### config.mk
export PLATFORM = sky130hd
export DESIGN_NAME = adder_pipe_sat
export DESIGN_NICKNAME = d
export VERILOG_FILES = /design/src/rtl/adder_pipe_sat.sv
export SDC_FILE = /design/constraint.sdc
export NUM_CORES = 1
export LEC_CHECK = 0
export BUFFER_PORTS_ARGS = -buffer_cell sky130_fd_sc_hd__buf_4
export CAP_MARGIN = 20
export CORE_AREA = 4 4 139 141
export CTS_BUF_LIST = sky130_fd_sc_hd__clkbuf_4 sky130_fd_sc_hd__clkbuf_8
export DETAILED_ROUTE_END_ITERATION = 12
export DIE_AREA = 0 0 143 145
export PLACE_DENSITY = 0.63
export SLEW_MARGIN = 20
export SYNTH_ARGS = -nofsm -noshare
export SYNTH_HDL_FRONTEND = slang
export SYNTH_SLANG_ARGS = --single-unit
### constraint.sdc
create_clock -name sys_clk -period 7 [get_ports sys_clk]
set_input_delay 0.35 -clock sys_clk [delete_from_list [all_inputs] [get_ports sys_clk]]
set_output_delay 0.35 -clock sys_clk [all_outputs]
set_load 0.02 [all_outputs]
### src/rtl/adder_pipe_sat.sv
// Two-stage signed add/sub/accumulate unit with optional saturation and overflow flag.
// Latency 2 cycles from input accept to out_valid; throughput 1 beat/cycle.
// Backpressure: out_ready stalls stage 2, stage 1 fills once, then in_ready drops (no skid buffer).
module adder_pipe_sat #(
    parameter int DATA_W = 32,
    parameter bit SAT_EN = 1'b1
) (
    input  logic              sys_clk,
    input  logic              sys_rst,
    input  logic              in_valid,
    output logic              in_ready,
    input  logic [DATA_W-1:0] in_0,
    input  logic [DATA_W-1:0] in_1,
    input  logic [1:0]        mode,
    output logic              out_valid,
    input  logic              out_ready,
    output logic [DATA_W-1:0] adder_out,
    output logic              ovf
);

    localparam logic [1:0] MODE_ADD = 2'b00;
    localparam logic [1:0] MODE_SUB = 2'b01;
    localparam logic [1:0] MODE_ACC = 2'b10;
    localparam logic [1:0] MODE_CLR = 2'b11;

    localparam logic [DATA_W-1:0] MAX_POS = {1'b0, {(DATA_W-1){1'b1}}};
    localparam logic [DATA_W-1:0] MIN_NEG = {1'b1, {(DATA_W-1){1'b0}}};

    logic              s1_valid;
    logic [DATA_W-1:0] s1_a;
    logic [DATA_W-1:0] s1_b;
    logic [1:0]        s1_mode;
    logic [DATA_W-1:0] acc;

    logic              s2_adv;
    logic              s1_adv;

    logic [DATA_W:0]   a_ext;
    logic [DATA_W:0]   b_ext;
    logic [DATA_W:0]   acc_ext;
    logic [DATA_W:0]   sum;
    logic              sum_ovf;
    logic [DATA_W-1:0] res;

    assign s2_adv   = !out_valid || out_ready;
    assign s1_adv   = !s1_valid || s2_adv;
    assign in_ready = s1_adv;

    assign a_ext   = {s1_a[DATA_W-1], s1_a};
    assign b_ext   = {s1_b[DATA_W-1], s1_b};
    assign acc_ext = {acc[DATA_W-1], acc};

    // One extra bit of headroom keeps A - (most negative) exact; overflow is a top-two-bit mismatch.
    always_comb begin
        sum = '0;
        case (s1_mode)
            MODE_ADD: sum = a_ext + b_ext;
            MODE_SUB: sum = a_ext - b_ext;
            MODE_ACC: sum = acc_ext + a_ext;
            default:  sum = '0;
        endcase
        sum_ovf = sum[DATA_W] ^ sum[DATA_W-1];
        if (sum_ovf && SAT_EN)
            res = sum[DATA_W] ? MIN_NEG : MAX_POS;
        else
            res = sum[DATA_W-1:0];
    end

    always_ff @(posedge sys_clk or posedge sys_rst) begin
        if (sys_rst) begin
            s1_valid  <= 1'b0;
            s1_a      <= '0;
            s1_b      <= '0;
            s1_mode   <= '0;
            out_valid <= 1'b0;
            adder_out <= '0;
            ovf       <= 1'b0;
            acc       <= '0;
        end else begin
            if (s1_adv) begin
                s1_valid <= in_valid;
                if (in_valid) begin
                    s1_a    <= in_0;
                    s1_b    <= in_1;
                    s1_mode <= mode;
                end
            end
            // ACC is read and written only here, so chained accumulates see each other's results.
            if (s2_adv) begin
                out_valid <= s1_valid;
                if (s1_valid) begin
                    adder_out <= res;
                    ovf       <= sum_ovf;
                    if (s1_mode == MODE_ACC)
                        acc <= res;
                    else if (s1_mode == MODE_CLR)
                        acc <= '0;
                end
            end
        end
    end

endmodule

# Word-level counts from Yosys, hierarchy flattened
# Index checks and enable logic that the tools add are counted.
dict set report op_classes {
  n_addsub 3
  eq_ne 3
  n_mux 5
  n_bitwise 1
  reduce_logical 9
}
# operator n
set op_table {}
lappend op_table {{32-bit 2-to-1 mux} 4}
lappend op_table {{33-bit case mux with 3 select lines} 1}
lappend op_table {{32-bit by 32-bit adder with 33-bit output} 2}
lappend op_table {{32-bit by 32-bit subtractor with 33-bit output} 1}
lappend op_table {{2-bit == test, second input constant} 2}
lappend op_table {{2-bit AND reduction} 2}
lappend op_table {{3-bit AND reduction} 1}
lappend op_table {{2-bit by 1-bit == test with 1-bit output, second input constant} 1}
lappend op_table {{1-bit zero test} 2}
lappend op_table {{2-bit zero test} 1}
lappend op_table {{1-bit logical OR} 2}
lappend op_table {{2-bit nonzero test} 1}
lappend op_table {{1-bit XOR} 1}
dict set report totals {
  regBits 133
  inputBits 70
  out_inout_bits 35
  word_cells 29
}

# Logic depth before layout (Yosys ltp)
# Gate-level depths: netlist of run 1.
dict set report depth {
  depth_word 5
  mapped_depth 21
  mapped_depth_nobuf 20
}

# Worst setup path after synthesis of run 1
# OpenSTA, ideal clock, no wires.
dict set report synth_timing {
  path_kind {register -> register}
  start {register s1_b[1]}
  end {register adder_out[26]}
  setup_ns 0.136
  arrival_ns 5.053
  required_ns 6.864
  setup_slack_ns 1.811
  path_stages_with_launch 19
  n_path_buf 1
  synth_period_minus_slack_ns 5.189
  path_cell_list {dfrtp_1 > inv_1 > ha_1 > or3b_1 > or4_4 > nor3_1 > nand2_1 > or4_1 > or3_1 > a32oi_1 > o21ai_0 > ha_1 > a21boi_0 > o21ai_0 > o311ai_2 > nor2_4 > o21ai_0 > clkbuf_1 > o21ai_0}
}
dict set report synth_via {
  elab_chain_cells 4
  word_cells_on_any_way 6
  cone_classes {add/sub (2); mux (3); bitwise (1)}
}
# element line
set synth_rtl {}
lappend synth_rtl {{start, declared} 31} ;# logic [DATA_W-1:0] s1_b;
lappend synth_rtl {{start signal, assigned} 84} ;# s1_b <= in_1;
lappend synth_rtl {{32-bit by 32-bit subtractor with 33-bit output / 32-bit by 32-bit adder with 33-bit output (equally long branches)} {58, 57}}
lappend synth_rtl {{33-bit case mux with 3 select lines (*)} 56} ;# case (s1_mode)
lappend synth_rtl {{32-bit 2-to-1 mux / 1-bit XOR (equally long branches)} {64, 62}}
lappend synth_rtl {{32-bit 2-to-1 mux (*)} 63} ;# if (sum_ovf && SAT_EN)
lappend synth_rtl {{end signal, assigned} 92} ;# adder_out <= res;
lappend synth_rtl {{end, declared} 17} ;# output logic [DATA_W-1:0] adder_out,
# Mark *: on every way between the ends. The rest lies on a longest branch, timed or not.
# A chain may end at the register's enable or synchronous reset.

# Final worst setup path of run 1
dict set report layout_timing {
  start {register s1_b[1]}
  end {register acc[9]}
}
dict set report layout_via {
  elab_chain_cells 5
  word_cells_on_any_way 7
  cone_classes {add/sub (2); mux (4); bitwise (1)}
}
# element line
set layout_rtl {}
lappend layout_rtl {{32-bit by 32-bit subtractor with 33-bit output / 32-bit by 32-bit adder with 33-bit output (equally long branches)} {58, 57}}
lappend layout_rtl {{33-bit case mux with 3 select lines (*)} 56}
lappend layout_rtl {{32-bit 2-to-1 mux / 1-bit XOR (equally long branches)} {64, 62}}
lappend layout_rtl {{32-bit 2-to-1 mux (*)} 63}
lappend layout_rtl {{32-bit 2-to-1 mux (*)} 94} ;# if (s1_mode == MODE_ACC)
lappend layout_rtl {{end signal, assigned} 95} ;# acc <= res;
lappend layout_rtl {{end, declared} 33} ;# logic [DATA_W-1:0] acc;
# Marked as above.

==> results_dict.tcl, run 1 <==
set metrics [dict create \
    r2r_slack_ns 0.61 \
    cts_root_buffer "clkbuf_8" \
    holdBufCountCts 0 \
    cts_tree "yes" \
    io_buffers 104 \
    die_area_sq_um 20700 \
    worst_pin_slew_ns 0.984 \
    worstSetupPathType "reg2reg" \
    worst_ep_required_time_ns 7.38 \
    syn_area_sq_um 8070 \
    initial_core_util_pct 44.9 \
    syn-num-nets 991 \
    track_usage_pct 21.7 \
    io_pins 105 \
    rows 49 \
    rsz0062_at_grt "false" \
    finalMaxSlewViolations 0 \
    finClkSkew_ns 0.00892 \
    setup_tns_ns 0 \
    avgViaCountPerCell 5.78 \
    grt_pass1_vias 6747 \
    drive_gt1_share_pct 23.5 \
    ys_types 64 \
    synth_top_area_cell "dfrtp_1" \
    crit_fanout 19 \
    max_stage_delay_ns 0.78 \
    netlist.area_leader.share_pct 41.2 \
    clkTransAtPathRegs_ns 0.08 \
    hpwl_mm 16.7 \
    post-route-period-util_pct 91.2 \
    core_sq_um 18000 \
    peakVddDrop_mv 0.183 \
    outcome "complete, no violations" \
    clock_sink_count 133 \
    synth-edff-count 0 \
    numCtsBuffers 17 \
    syn_to_final_growth_pct 17.0 \
    finish.net_count 1077 \
    fill_cells 1729 \
    syn_inst 883 \
    ys_seq_area_share_pct 41.2 \
    setup_viol 0 \
    ys_async_sr_fraction_pct 100 \
    syn_avg_cell_area_sq_um 9.14 \
    antenna_cells 0 \
    startpoint_type "register" \
    wire_per_inst_um 18.7 \
    clockBufferDepth 2 \
    critPathSlowestCell "nor4_4" \
    p_leak_nw 4.12 \
    synthFlopType "dfrtp_1" \
    maxCapViolations 0 \
    ctsHtreeMaxLevel 4 \
    max_clock_freq_mhz 157 \
    grt_overflow 0 \
    mostFrequentLayoutCells "dfrtp_1, buf_4, nand2_1" \
    dp_cells 1179 \
    holdWs_ns 0.00754 \
    drt-pass1-iter-count 7 \
    antenna_found_initial 0 \
    die_x_um 143 \
    drc_errors 0 \
    stdcell_area_sq_um 9450 \
    fin_crit_ns 6.39 \
    clkLatencyLatePin_ns 0.45 \
    slew_headroom_pct 34.3 \
    die_height_um 145 \
    critPathArrivalTime_ns 6.76 \
    p_per_area_nw_per_um2 389 \
    final_common_cell "dfrtp_1" \
    grt_max_degree 79 \
    cts_resized 0 \
    wirelength_mm 22.6 \
    vias 6987 \
    ys_ff_latch 133 \
    setup.worst_path.end_class "register" \
    grt_pass1_wl_mm 35.6 \
    fin_util_pct 52.6 \
    fin_cells 1209 \
    place_congestion 0.942 \
    path_cells "inv_1 > ha_1 > or3b_1 > or4_4 > nor3_1 > nand2_1 > a22oi_1 > o22ai_1 > ha_1 > and3_1 > a221o_1 > a21oi_1 > o21ai_0 > o31ai_1 > o311ai_2 > nor4_4 > buf_4 > o21ai_1 > o21ai_1" \
    min_path_type "in2async" \
    hold_viol 0 \
    placed_cell_area_sq_um 9050 \
    yosys_warnings 0 \
    drtIter0Drc 531 \
    post_cts_buffers 0 \
    ant_nets 0 \
    synth_area_leaders "dfrtp_1, mux2_2, ha_1" \
]
[state kept, by name, summed over array words and instances (netlist names)]
register	count
s1_a	32
s1_mode	2
adder_out	32
acc	32
ovf	1
s1_b	32
out_valid	1
s1_valid	1
[cell type report]
type / count / area (sq um) / area share (%)
multi-input combinational: 661 / 4410 / 46.7
sequential: 133 / 3330 / 35.2
tap: 229 / 287 / 3.03
timing repair buffer: 117 / 878 / 9.30
clock buffer: 22 / 297 / 3.14
inverter: 39 / 149 / 1.58
clock inverter: 8 / 100 / 1.06
[cells by family after synthesis]
group,after synthesis,share of synthesized area (%)
compound gates,299,22.6
xor+xnor,29,3.15
fa+ha+maj,38,5.98
buf+inv,89,4.37
flops,133,41.2
mux,67,9.33
simple gates,228,13.4
[power by group]
part / leakage [nW] / switching (W) / internal, W
combinational: 2.29 / 0.00111 / 0.000723
clock: 0.192 / 0.000305 / 0.000353
sequential: 1.64 / 0.000196 / 0.000987
total: 4.12 / 0.00161 / 0.00206
[through the flow]
stage	power [W]	setup WS, ns
finish	0.00368	0.614
global route	0.00394	0.246
CTS	0.00369	0.725
detailed placement	0.00303	0.747
global placement	0.00301	0.898
floorplan	0.00244	1.81
[routing by layer]
layer | GRT usage, % | up-vias | wire (um)
met3 | 4.15 | 38 | 915
met1 | 28.0 | 3390 | 9770
met5 | 0 | - | 0
met4 | 8.56 | 0 | 687
met2 | 35.8 | 175 | 11200
li1 | - | 3384 | -
[path summary, 6_finish.rpt]
path                              start           end  cells past startpoint
max                             s1_b[1]        acc[9]                     19
min in group sys_clk           in_valid      s1_valid                      2
max reg2reg                     s1_b[1]        acc[9]                     19
min reg2reg                adder_out[5]  adder_out[5]                      2
max in group asynchronous       sys_rst      s1_b[19]                      3
min                             sys_rst  adder_out[4]                      2
[cells in the mapped netlist (3+ instances only)]
master / n
inv_1: 39
o21ai_0: 71
o31ai_1: 5
and2_1: 4
nor4_1: 9
a31oi_1: 8
nor2b_1: 3
a21oi_1: 57
or3_1: 5
a32oi_1: 13
a22oi_1: 3
nor3_1: 19
o31a_1: 10
and3_1: 5
o22ai_1: 14
nand3b_1: 3
or4_1: 4
o21a_1: 4
o221ai_1: 3
nand2b_1: 7
a21o_1: 9
xor2_1: 11
mux2_2: 66
ha_1: 37
nand3_1: 9
a211oi_1: 5
xnor2_1: 18
clkbuf_1: 42
o31ai_2: 3
dfrtp_1: 133
nand2_1: 103
o21ai_1: 68
nor2_1: 41
nand4_1: 6
o211ai_1: 8
[worst max-delay path, delay by kind of cell, from the launching register on]
family | cells | cell delay (ns)
buf+inv | 2 | 0.46
fa+ha+maj | 2 | 0.61
compound gates | 9 | 2.09
flops | 1 | 0.42
simple gates | 6 | 2.74
(Power assumes the default switching activity.)
==> run 2: changes to the inputs <==
- RECOVER_POWER: unset -> 100
==> results_dict.tcl, run 2 (synthesized netlist as in run 1, its figures left out) <==
set metrics [dict create \
    core_sq_um 18000 \
    max_clock_freq_mhz 155 \
    peakVddDrop_mv 0.178 \
    dp_cells 1179 \
    drt-pass1-iter-count 5 \
    avgViaCountPerCell 5.83 \
    timing.rr.start "s1_b[1]" \
    startpoint_type "register" \
    worst_pin_slew_ns 4.04 \
    ctsHtreeMaxLevel 4 \
    min_path_type "in2reg" \
    fin_cells 1209 \
    setup_tns_ns 0 \
    drc_errors 0 \
    numCtsBuffers 17 \
    setup_viol 0 \
    p_leak_nw 3.97 \
    mostFrequentLayoutCells "dfrtp_1, o21ai_0, nand2_1" \
    holdBufCountCts 0 \
    worstHoldStart "in_valid" \
    grt_pass1_wl_mm 35.6 \
    hold_viol 0 \
    clock_sink_count 133 \
    wirelength_mm 22.6 \
    total_power_w 0.00358 \
    die_height_um 145 \
    critPathArrivalTime_ns 6.83 \
    antenna_cells 0 \
    grt_pass1_vias 6747 \
    cts_root_buffer "clkbuf_8" \
    fin_crit_ns 6.46 \
    crit_fanout 19 \
    p_per_area_nw_per_um2 385 \
    setup.worst_path.end_class "register" \
    post_cts_buffers 0 \
    finalMaxSlewViolations 203 \
    initial_core_util_pct 44.9 \
    maxCapViolations 3 \
    grt_overflow 0 \
    io_pins 105 \
    finish.net_count 1077 \
    grt_max_degree 79 \
    r2r_slack_ns 0.54 \
    io_buffers 104 \
    wire_per_inst_um 18.7 \
    worst-r2r-cell-count 19 \
    rsz0062_at_grt "false" \
    drtIter0Drc 492 \
    outcome "finished, violations left" \
    drive_gt1_share_pct 19.4 \
    worstSetupPathType "reg2reg" \
    antenna_found_initial 0 \
    cts_resized 0 \
    fill_cells 1775 \
    worst_ep_required_time_ns 7.37 \
    vias 7043 \
    hpwl_mm 16.7 \
    failed_checks "max-capacitance violations, max-slew violations" \
    post-route-period-util_pct 92.3 \
    clockBufferDepth 2 \
    syn_to_final_growth_pct 15.1 \
    clkLatencyLatePin_ns 0.45 \
    cts_tree "yes" \
    rows 49 \
    finClkSkew_ns 0.00870 \
    holdPathStages 2 \
    crit_path_start "s1_b[1]" \
    slew_headroom_pct -169 \
    track_usage_pct 21.7 \
    die_x_um 143 \
    ant_nets 0 \
    final_common_cell "dfrtp_1" \
    place_congestion 0.942 \
    clkTransAtPathRegs_ns 0.08 \
    die_area_sq_um 20700 \
]
==> run 2: changes by cell type in the layout (fill, tap and decap cells not counted), sizes merged <==
| cell | change |
|---|---|
| clkbuf | +39 |
| buf | -39 |
| clkinvlp | +1 |
| inv | -1 |
==> run 2: area by class of cell <==
type                    instances  area, sq um  area share, %
clock inverters                 8          100           1.08
inverters                      39          148           1.59
repair buffers                117          737           7.93
flip-flops and latches        133         3330           35.8
multi-input cells             661         4390           47.3
clock buffers                  22          297           3.19
well taps                     229          287           3.08
==> run 2: final timing paths <==
check,to
min,s1_valid
max reg2reg,acc[10]
max,acc[10]
min reg2reg,acc[26]
max in group asynchronous,s1_b[19]
min in group asynchronous,adder_out[5]
==> run 2: worst max-delay path: stages (launching register included) <==
cell	delay [ns]
dfrtp_1	0.42
inv_1	0.09
ha_1	0.18
or3b_1	0.42
or4_4	0.60
nor3_1	0.51
nand2_1	0.21
a22oi_1	0.18
o22ai_1	0.10
ha_1	0.43
and3_1	0.21
a221o_1	0.35
a21oi_1	0.13
o21ai_0	0.11
o31ai_1	0.61
o311ai_2	0.19
nor4_4	0.74
clkbuf_2	0.48
o21ai_1	0.18
o21ai_0	0.22
==> run 2: layer usage <==
metal | global-route usage (%) | up-vias | wire, um
met4 | 8.56 | 0 | 713
met1 | 28.0 | 3401 | 9460
li1 | - | 3379 | -
met3 | 4.15 | 38 | 1240
met5 | 0 | - | 0
met2 | 35.8 | 225 | 11200
==> run 2: power by group <==
group | total, W | switching (W) | internal, W
logic | 0.00174 | 0.00109 | 0.000646
registers | 0.00118 | 0.000194 | 0.000988
clock network | 0.000657 | 0.000304 | 0.000353
total | 0.00358 | 0.00159 | 0.00199
==> run 2: stage by stage <==
stage | hold slack [ns] | utilization (%) | area [sq um] | setup slack [ns]
2_1_floorplan | 0.448 | - | 8070 | 1.81
6_report | 0.0985 | 51.7 | 9290 | 0.540
3_5_place_dp | 0.479 | 50.4 | 9050 | 0.747
5_1_grt | 0.0725 | 51.7 | 9290 | 0.125
4_1_cts | 0.0115 | 52.6 | 9450 | 0.725
3_3_place_gp | 0.469 | 50.4 | 9050 | 0.898
